<file path="config.mk">
export PLATFORM = sky130hd
export DESIGN_NAME = udma_eth_frame_tx
export DESIGN_NICKNAME = d
export VERILOG_FILES = /design/src/rtl/udma_eth_frame_pkg.sv /design/src/rtl/udma_eth_frame_tx_crc.sv /design/src/rtl/udma_eth_frame_tx.sv
export SDC_FILE = /design/constraint.sdc
export NUM_CORES = 1
export LEC_CHECK = 0
export ABC_CLOCK_PERIOD_IN_PS = 7800
export CAP_MARGIN = 20
export CORE_MARGIN = 2
export CORE_UTILIZATION = 40
export CTS_CLUSTER_SIZE = 10
export DETAILED_ROUTE_END_ITERATION = 12
export HOLD_SLACK_MARGIN = 0.15
export MAX_ROUTING_LAYER = met4
export SLEW_MARGIN = 20
export SYNTH_ARGS = -nofsm -noshare
export SYNTH_HDL_FRONTEND = slang
export SYNTH_HIERARCHICAL = 1
export SYNTH_SLANG_ARGS = --single-unit
export TNS_END_PERCENT = 20
</file>
<file path="constraint.sdc">
create_clock -name clk_i -period 7.8 [get_ports clk_i]
set_clock_uncertainty 0.1 [all_clocks]
set_input_delay 1.56 -clock clk_i [delete_from_list [all_inputs] [get_ports clk_i]]
set_output_delay 1.56 -clock clk_i [all_outputs]
set_load 0.01 [all_outputs]
</file>
<file path="src/rtl/udma_eth_frame_pkg.sv">
// Shared types and constants for the uDMA ethernet-frame TX path.
package udma_eth_frame_pkg;

  typedef enum logic [2:0] {IDLE, FETCH, SHIFT, PAD, FCS, DONE} state_t;

  localparam int ETH_MIN_FRAME = 60;
  localparam int ETH_MAX_FRAME = 1514;

  localparam logic [31:0] CRC32_POLY    = 32'h04C11DB7;
  localparam logic [31:0] CRC32_INIT    = 32'hFFFFFFFF;
  localparam logic [31:0] CRC32_RESIDUE = 32'hC704DD7B;

  // Reflected CRC-32 update over one byte, LSB first.
  function automatic logic [31:0] crc32_next(input logic [31:0] crc, input logic [7:0] data);
    logic [31:0] poly_r;
    logic [31:0] c;
    for (int i = 0; i < 32; i++) poly_r[i] = CRC32_POLY[31-i];
    c = crc ^ {24'h0, data};
    for (int b = 0; b < 8; b++) c = c[0] ? ((c >> 1) ^ poly_r) : (c >> 1);
    return c;
  endfunction

endpackage

</file>
<file path="src/rtl/udma_eth_frame_tx_crc.sv">
// Byte-wide CRC-32 engine: combinational next value, registered result.
module eth_crc32
  import udma_eth_frame_pkg::*;
(
  input  logic        clk_i,
  input  logic        rstn_i,
  input  logic        clr_i,
  input  logic        en_i,
  input  logic [7:0]  data_i,
  output logic [31:0] crc_o
);

  logic [31:0] crc_q;
  logic [31:0] crc_d;

  always_comb begin
    crc_d = crc_q;
    if (clr_i)
      crc_d = CRC32_INIT;
    else if (en_i)
      crc_d = crc32_next(crc_q, data_i);
  end

  always_ff @(posedge clk_i or negedge rstn_i) begin
    if (!rstn_i)
      crc_q <= CRC32_INIT;
    else
      crc_q <= crc_d;
  end

  assign crc_o = crc_q;

endmodule

</file>
<file path="src/rtl/udma_eth_frame_tx.sv">
// uDMA word stream to MAC byte stream framer with sof/eof marking and minimum-length padding.
// Optional FCS append is built when ETH_FCS_EN is defined.
module udma_eth_frame_tx
  import udma_eth_frame_pkg::*;
#(
  parameter int MIN_FRAME = ETH_MIN_FRAME,
  parameter int MAX_FRAME = ETH_MAX_FRAME,
  parameter int LEN_W     = 16
) (
  input  logic             clk_i,
  input  logic             rstn_i,
  input  logic             frame_start_i,
  input  logic [LEN_W-1:0] frame_len_i,
  input  logic [31:0]      data_tx_i,
  input  logic             data_tx_valid_i,
  output logic             data_tx_ready_o,
  output logic [7:0]       tx_data_o,
  output logic             tx_valid_o,
  output logic             tx_sof_o,
  output logic             tx_eof_o,
  input  logic             tx_ready_i,
  output logic             busy_o,
  output logic             done_o
);

  localparam int               CNT_W   = LEN_W + 1;
  localparam logic [CNT_W-1:0] ONE     = CNT_W'(1);
  localparam logic [CNT_W-1:0] MIN_CNT = CNT_W'(MIN_FRAME);
  localparam logic [CNT_W-1:0] MAX_CNT = CNT_W'(MAX_FRAME);
`ifdef ETH_FCS_EN
  localparam state_t TAIL    = FCS;
  localparam logic   HAS_FCS = 1'b1;
`else
  localparam state_t TAIL    = DONE;
  localparam logic   HAS_FCS = 1'b0;
`endif

  state_t           state_q, state_d;
  logic [CNT_W-1:0] len_q, len_d;
  logic [CNT_W-1:0] cnt_q, cnt_d;
  logic [1:0]       lane_q, lane_d;
  logic [31:0]      word_q;
  logic [CNT_W-1:0] len_in;
  logic             start_ok;
  logic             word_ld;
  logic             last_payload;
  logic             short_frame;

  assign start_ok     = frame_start_i && (frame_len_i != '0);
  assign len_in       = ({1'b0, frame_len_i} > MAX_CNT) ? MAX_CNT : {1'b0, frame_len_i};
  assign last_payload = (cnt_q == len_q - ONE);
  assign short_frame  = (len_q < MIN_CNT);
  assign word_ld      = data_tx_ready_o && data_tx_valid_i;
  assign busy_o       = (state_q != IDLE);

`ifdef ETH_FCS_EN
  logic [31:0] crc;
  logic [1:0]  fcs_q;
  logic [7:0]  fcs_byte;
  logic        crc_clr;
  logic        crc_en;

  assign crc_clr = (state_q == IDLE) && start_ok;
  assign crc_en  = tx_valid_o && tx_ready_i && ((state_q == SHIFT) || (state_q == PAD));

  eth_crc32 u_crc (
    .clk_i  (clk_i),
    .rstn_i (rstn_i),
    .clr_i  (crc_clr),
    .en_i   (crc_en),
    .data_i (tx_data_o),
    .crc_o  (crc)
  );

  always_ff @(posedge clk_i or negedge rstn_i) begin
    if (!rstn_i)
      fcs_q <= '0;
    else if (crc_clr)
      fcs_q <= '0;
    else if ((state_q == FCS) && tx_ready_i)
      fcs_q <= fcs_q + 2'd1;
  end

  // Register holds the reflected CRC; complement on the way out, LSB byte first.
  assign fcs_byte = ~crc[{fcs_q, 3'b000} +: 8];
`endif

  always_ff @(posedge clk_i or negedge rstn_i) begin
    if (!rstn_i) begin
      state_q <= IDLE;
      len_q   <= '0;
      cnt_q   <= '0;
      lane_q  <= '0;
    end else begin
      state_q <= state_d;
      len_q   <= len_d;
      cnt_q   <= cnt_d;
      lane_q  <= lane_d;
    end
  end

  always_ff @(posedge clk_i) begin
    if (word_ld)
      word_q <= data_tx_i;
  end

  always_comb begin
    state_d         = state_q;
    len_d           = len_q;
    cnt_d           = cnt_q;
    lane_d          = lane_q;
    data_tx_ready_o = 1'b0;
    tx_valid_o      = 1'b0;
    tx_data_o       = '0;
    tx_sof_o        = 1'b0;
    tx_eof_o        = 1'b0;
    done_o          = 1'b0;
    case (state_q)
      IDLE: begin
        if (start_ok) begin
          len_d   = len_in;
          cnt_d   = '0;
          lane_d  = '0;
          state_d = FETCH;
        end
      end
      FETCH: begin
        data_tx_ready_o = 1'b1;
        if (data_tx_valid_i)
          state_d = SHIFT;
      end
      SHIFT: begin
        tx_valid_o = 1'b1;
        tx_data_o  = word_q[{lane_q, 3'b000} +: 8];
        tx_sof_o   = (cnt_q == '0);
        tx_eof_o   = last_payload && !short_frame && !HAS_FCS;
        if (tx_ready_i) begin
          cnt_d = cnt_q + ONE;
          // The last payload byte ends the word early; leftover lanes are dropped.
          if (last_payload) begin
            lane_d  = '0;
            state_d = short_frame ? PAD : TAIL;
          end else if (lane_q == 2'd3) begin
            lane_d  = '0;
            state_d = FETCH;
          end else begin
            lane_d = lane_q + 2'd1;
          end
        end
      end
      PAD: begin
        tx_valid_o = 1'b1;
        tx_eof_o   = (cnt_q == MIN_CNT - ONE) && !HAS_FCS;
        if (tx_ready_i) begin
          cnt_d = cnt_q + ONE;
          if (cnt_q == MIN_CNT - ONE)
            state_d = TAIL;
        end
      end
`ifdef ETH_FCS_EN
      FCS: begin
        tx_valid_o = 1'b1;
        tx_data_o  = fcs_byte;
        tx_eof_o   = (fcs_q == 2'd3);
        if (tx_ready_i && (fcs_q == 2'd3))
          state_d = DONE;
      end
`endif
      DONE: begin
        done_o  = 1'b1;
        state_d = IDLE;
      end
      default: state_d = IDLE;
    endcase
  end

endmodule

</file>
# After elaboration in Yosys (flattened, before gate mapping)
# Index checks and enable logic that the tools add are counted.
# word_totals
in_bits	53
wordCells	64
ff_bits	71
output_inout_bits	14
# op_classes
muxes	24
eq_ne	14
n_reduce_logical	15
n_shift	1
add_sub_neg	3
order_cmp	2
# op_table
op	count
2-to-1 mux 17 bit	2
one-hot mux 17 bit (2 select lines)	1
variable part select 32 x 6 -> 8 bit	1
2-to-1 mux 3 bit	8
adder 17 x 1 -> 17 bit, second input constant	1
equality test 17 bit	1
equality test 17 x 6 -> 1 bit, second input constant	1
logical NOT 17 bit	1
less-than comparator 17 x 6 -> 1 bit, second input constant	1
subtractor 17 x 1 -> 17 bit, second input constant	1
> comparator 16 x 11 -> 1 bit, second input constant	1
2-to-1 mux 16 bit	1
nonzero test 16 bit	1
one-hot mux 3 bit (4 select lines)	1
!= test 2 bit, second input constant	5
2-to-1 mux 2 bit	4
2-to-1 mux 8 bit	1
equality test 3 x 2 -> 1 bit, second input constant	2
AND reduction 3 bit	2
AND reduction 6 bit	1
2-to-1 mux 1 bit	4
one-hot mux 2 bit (2 select lines)	1
nonzero test 2 bit	2
equality test 3 x 1 -> 1 bit, second input constant	1
other kinds (12)	14

# Depth between registers and ports, before layout
# logic_depth
ltp_word	5
ltp_mapped	10
depth_no_buf	9

# Worst setup path after synthesis
# No wires, ideal clock.
# synth_path
path_type	flip-flop to output port
startpoint	reg len_q[0]
endpoint	out tx_eof_o
path_buffers	1
arrival_ns	2.470
stages_incl_launch_ff	10
required_ns	6.140
path_slack_ns	3.670
path_cell_list	dfrtp_1 -> inv_1 -> ha_1 -> or3b_1 -> buf_2 -> or4_4 -> mux2i_1 -> o311ai_1 -> nand4b_1 -> o21ai_0
# synth_between
elab_chain_cells	4
elab_cells_between_ends	6
classes_between	add/sub: 1; order compare: 1; eq/ne: 1; mux: 1; reduce/logical: 2
# synth_lines
item	line	source
from (decl)	udma_eth_frame_tx.sv:39	logic [CNT_W-1:0] len_q, len_d;
from (signal assigned)	udma_eth_frame_tx.sv:96	len_q <= len_d;
subtractor 17 x 1 -> 17 bit or less-than comparator 17 x 6 -> 1 bit (tied branches)	udma_eth_frame_tx.sv:51, udma_eth_frame_tx.sv:52	
equality test 17 bit or logical NOT 1 bit (tied branches)	udma_eth_frame_tx.sv:51, udma_eth_frame_tx.sv:136	
logical AND 1 bit *	udma_eth_frame_tx.sv:136	tx_eof_o = last_payload && !short_frame && !HAS_FCS;
one-hot mux 1 bit (2 select lines) *	udma_eth_frame_tx.sv:118	case (state_q)
to (decl)	udma_eth_frame_tx.sv:20	output logic tx_eof_o,
# Every way passes the cells marked *; elsewhere a longest branch is shown, timed or not.

# Worst setup path in the final report
# Same ends and word-level chain as after synthesis.

==> results.cfg <==
[die]
die_w_um = 100.7
pin_count = 67
fp.dieH_um = 100.7
die-area_mm2 = 0.01014
initial_core_util_pct = 40.86
num_rows = 35
core-area_mm2 = 0.009153

[worst_hold_path]
hold_class = reg2reg

[yosys]
synth_edf_count = 32
synth_mux_area_share_pct = 6.223
synth-seq-cells = 70
synth-compound-area-share_pct = 9.836
synthAdderAreaFrac_pct = 1.338
yosysUniqueCellTypes = 57
async_flop_share_pct = 54.29
yosysWarningCount = 6
synth.most_common_cell = dfrtp_1
synth_xor_area_share_pct = 6.792
synth_top_cell_by_area = edfxtp_1
synth.net_count = 398
synthSimpleGateAreaFrac_pct = 21.91
yosysTopAreaCellShare_pct = 25.69
synthFlopType = dfrtp_1
syn_avg_cell_area_um2 = 10.97
synth.area.top_cells = edfxtp_1, dfrtp_1, mux4_2, xor2_1, xnor2_1
netlist_instances = 341
synth_top_family_by_area = simple AND/OR/NAND/NOR gates
yosysSeqAreaShare_pct = 51.12
netlist_area_mm2 = 0.003740
synth_common_cells = dfrtp_1, edfxtp_1, nand2_1, nor2_1

[global_routing]
grtUsageTotal_pct = 19.11
overflow = 0
antenna_found_initial = 0
first_global_vias = 2830
grt_max_degree = 39
grt_pass1_wl_mm = 14.50

[power_and_ir_drop]
p_leak_nw = 1.761
switching_power_mw = 0.3947
pwr-share-seq_pct = 45.6
swShare_pct = 34.43
pwr-share-comb_pct = 29.6
power.density_mw_per_mm2 = 244.7
vdd.ir_drop.worst_mv = 0.1031
internal_power_mw = 0.7518
p_clk_share_pct = 24.8

[cts]
tritoncts = yes
numCtsBuffers = 9
path_clk_slew_ns = 0.08
ctsHoldBuffers = 0
post_cts_buffers = 0
clk_path_buf_depth = 2
numClockSinks = 70
h-tree-depth = 3
insertion_delay_ns = 0.35
ctsResizeCount = 0
root_buffer = clkbuf_8

[drt]
vias = 2867
routedWlPerCell_um = 16.68
viasPerCell = 5.471
drcViolationCount = 0
ant_nets = 0
drt_wl_total_mm = 8.738
firstDrtPassIters = 5
first_iter_violations = 123

[timing]
fmax_mhz = 194.8
worst_hold_slack_ns = 0.4641
hold_viol_final = 0
rsz0062_at_grt = false
fin_crit_ns = 5.134
setup_viol = 0
max_slew_margin_pct = 41.91
fin_crit_sh_pct = 65.82
fin_tns_setup_ns = 0
tightestPinTransition_ns = 0.8675
slew_violations = 0

[final_layout]
finish.utilization_pct = 51.20
area_delta_synth_final_pct = 25.29
diodes = 0
fin_nets = 465
drive_gt1_share_pct = 9.443

[flow_run]
cap_viol_max_count = 0

[place]
port-buffer-count = 66
gp_congestion = 0.8129
dp_hpwl_mm = 6.476

[worst_setup_path]
crit_type = reg2out
crit_arrival_ns = 3.47
critPathCaptureType = output pin
critPathRequiredTime_ns = 6.14
start_kind = flip-flop
critPathMaxFanout = 7

[status]
status = completed
-- cell families (layout without fill, tap and decap cells) --
logic type	Yosys count	after routing
buf+inv	27	99
mux	13	13
xor+xnor	29	29
flops	70	70
fa+ha+maj	4	4
simple gates	146	146
compound gates	52	52
-- power groups by stage --
stage / combinational, mW / clock [mW] / sequential, mW
4_1_cts: 0.343 / 0.292 / 0.525
3_3_place_gp: 0.336 / 0 / 0.530
3_5_place_dp: 0.342 / 0 / 0.533
6_report: 0.340 / 0.284 / 0.523
2_1_floorplan: 0.238 / 0 / 0.496
5_1_grt: 0.375 / 0.309 / 0.535
-- cell usage in the layout, fill, tap and decap left out, types with 3 or more instances in the layout --
| cell type | netlist | layout |
|---|---|---|
| or3_1 | 3 | 3 |
| o22a_1 | 4 | 4 |
| mux4_2 | 8 | 8 |
| nor3b_1 | 3 | 3 |
| nor2_1 | 26 | 26 |
| o21ai_0 | 12 | 12 |
| nand4_1 | 7 | 7 |
| edfxtp_1 | 32 | 32 |
| clkdlybuf4s50_1 | 0 | 65 |
| nand3_1 | 16 | 16 |
| nor2b_1 | 4 | 4 |
| inv_1 | 16 | 16 |
| clkbuf_8 | 0 | 9 |
| nand2_1 | 26 | 26 |
| ha_1 | 4 | 4 |
| nand3b_1 | 3 | 3 |
| xor2_1 | 15 | 15 |
| dfrtp_1 | 38 | 38 |
| or4_1 | 5 | 5 |
| nand2b_1 | 4 | 4 |
| nor4_1 | 8 | 8 |
| o31ai_1 | 4 | 4 |
| inv_6 | 0 | 3 |
| o22ai_1 | 3 | 3 |
| a21oi_1 | 11 | 11 |
| xnor2_1 | 14 | 14 |
| nor3_1 | 11 | 11 |
| and2_1 | 16 | 16 |
| mux2i_1 | 3 | 3 |
-- cell type report --
class                   instances  area [um^2]
inverters                      16        60.06
multi-input cells             244         1724
clock inverters                 7        63.81
fillers                       829         4467
repair buffers                 67        663.1
clock buffers                   9        123.9
flip-flops and latches         70         1912
well taps                     111        138.9
-- final timing paths --
kind                           start         end  slack (ns)  depth (start not counted)
max                         len_q[0]    tx_eof_o        2.67                          9
min                        len_q[15]   len_q[15]        0.46                          1
max reg2reg                 len_q[0]  state_q[2]        4.54                          9
min reg2reg                len_q[15]   len_q[15]        0.46                          1
max in group asynchronous     rstn_i   cnt_q[12]        5.84                          1
min in group asynchronous     rstn_i    cnt_q[5]        1.22                          1
-- worst max-delay path, cell delays in order, from the launching register on --
cell and delay [ns]:
dfrtp_1 0.44, inv_1 0.10, ha_1 0.17, or3b_1 0.46, or4_4 0.54, mux2i_1 0.14
o311ai_1 0.34, nand4b_1 0.15, o21ai_0 0.20, clkdlybuf4s50_1 0.58
-- stage by stage --
step / setup slack, ns / cell area [um^2] / cells / power, mW
detailed placement: 3.046 / 4498 / 508 / 0.8744
global placement: 3.123 / 4498 / 508 / 0.8666
CTS: 2.642 / 4686 / 524 / 1.160
global route: 2.474 / 4686 / 524 / 1.219
floorplan: 3.670 / 3740 / 341 / 0.7340
finish: 2.666 / 4686 / 524 / 1.147
-- routing by layer --
metal	global-route usage [%]	vias to the layer above	wire, um
met5	-	-	0
met1	25.83	1399	4024
met4	8.325	0	222
met3	3.190	14	370
li1	-	1386	-
met2	28.46	68	4121
-- state kept, by name, indices dropped and copies added (netlist names) --
name,cells
word_q,32
len_q,16
cnt_q,17
lane_q,2
state_q,3
No activity file was read; power rests on OpenSTA's default activity.
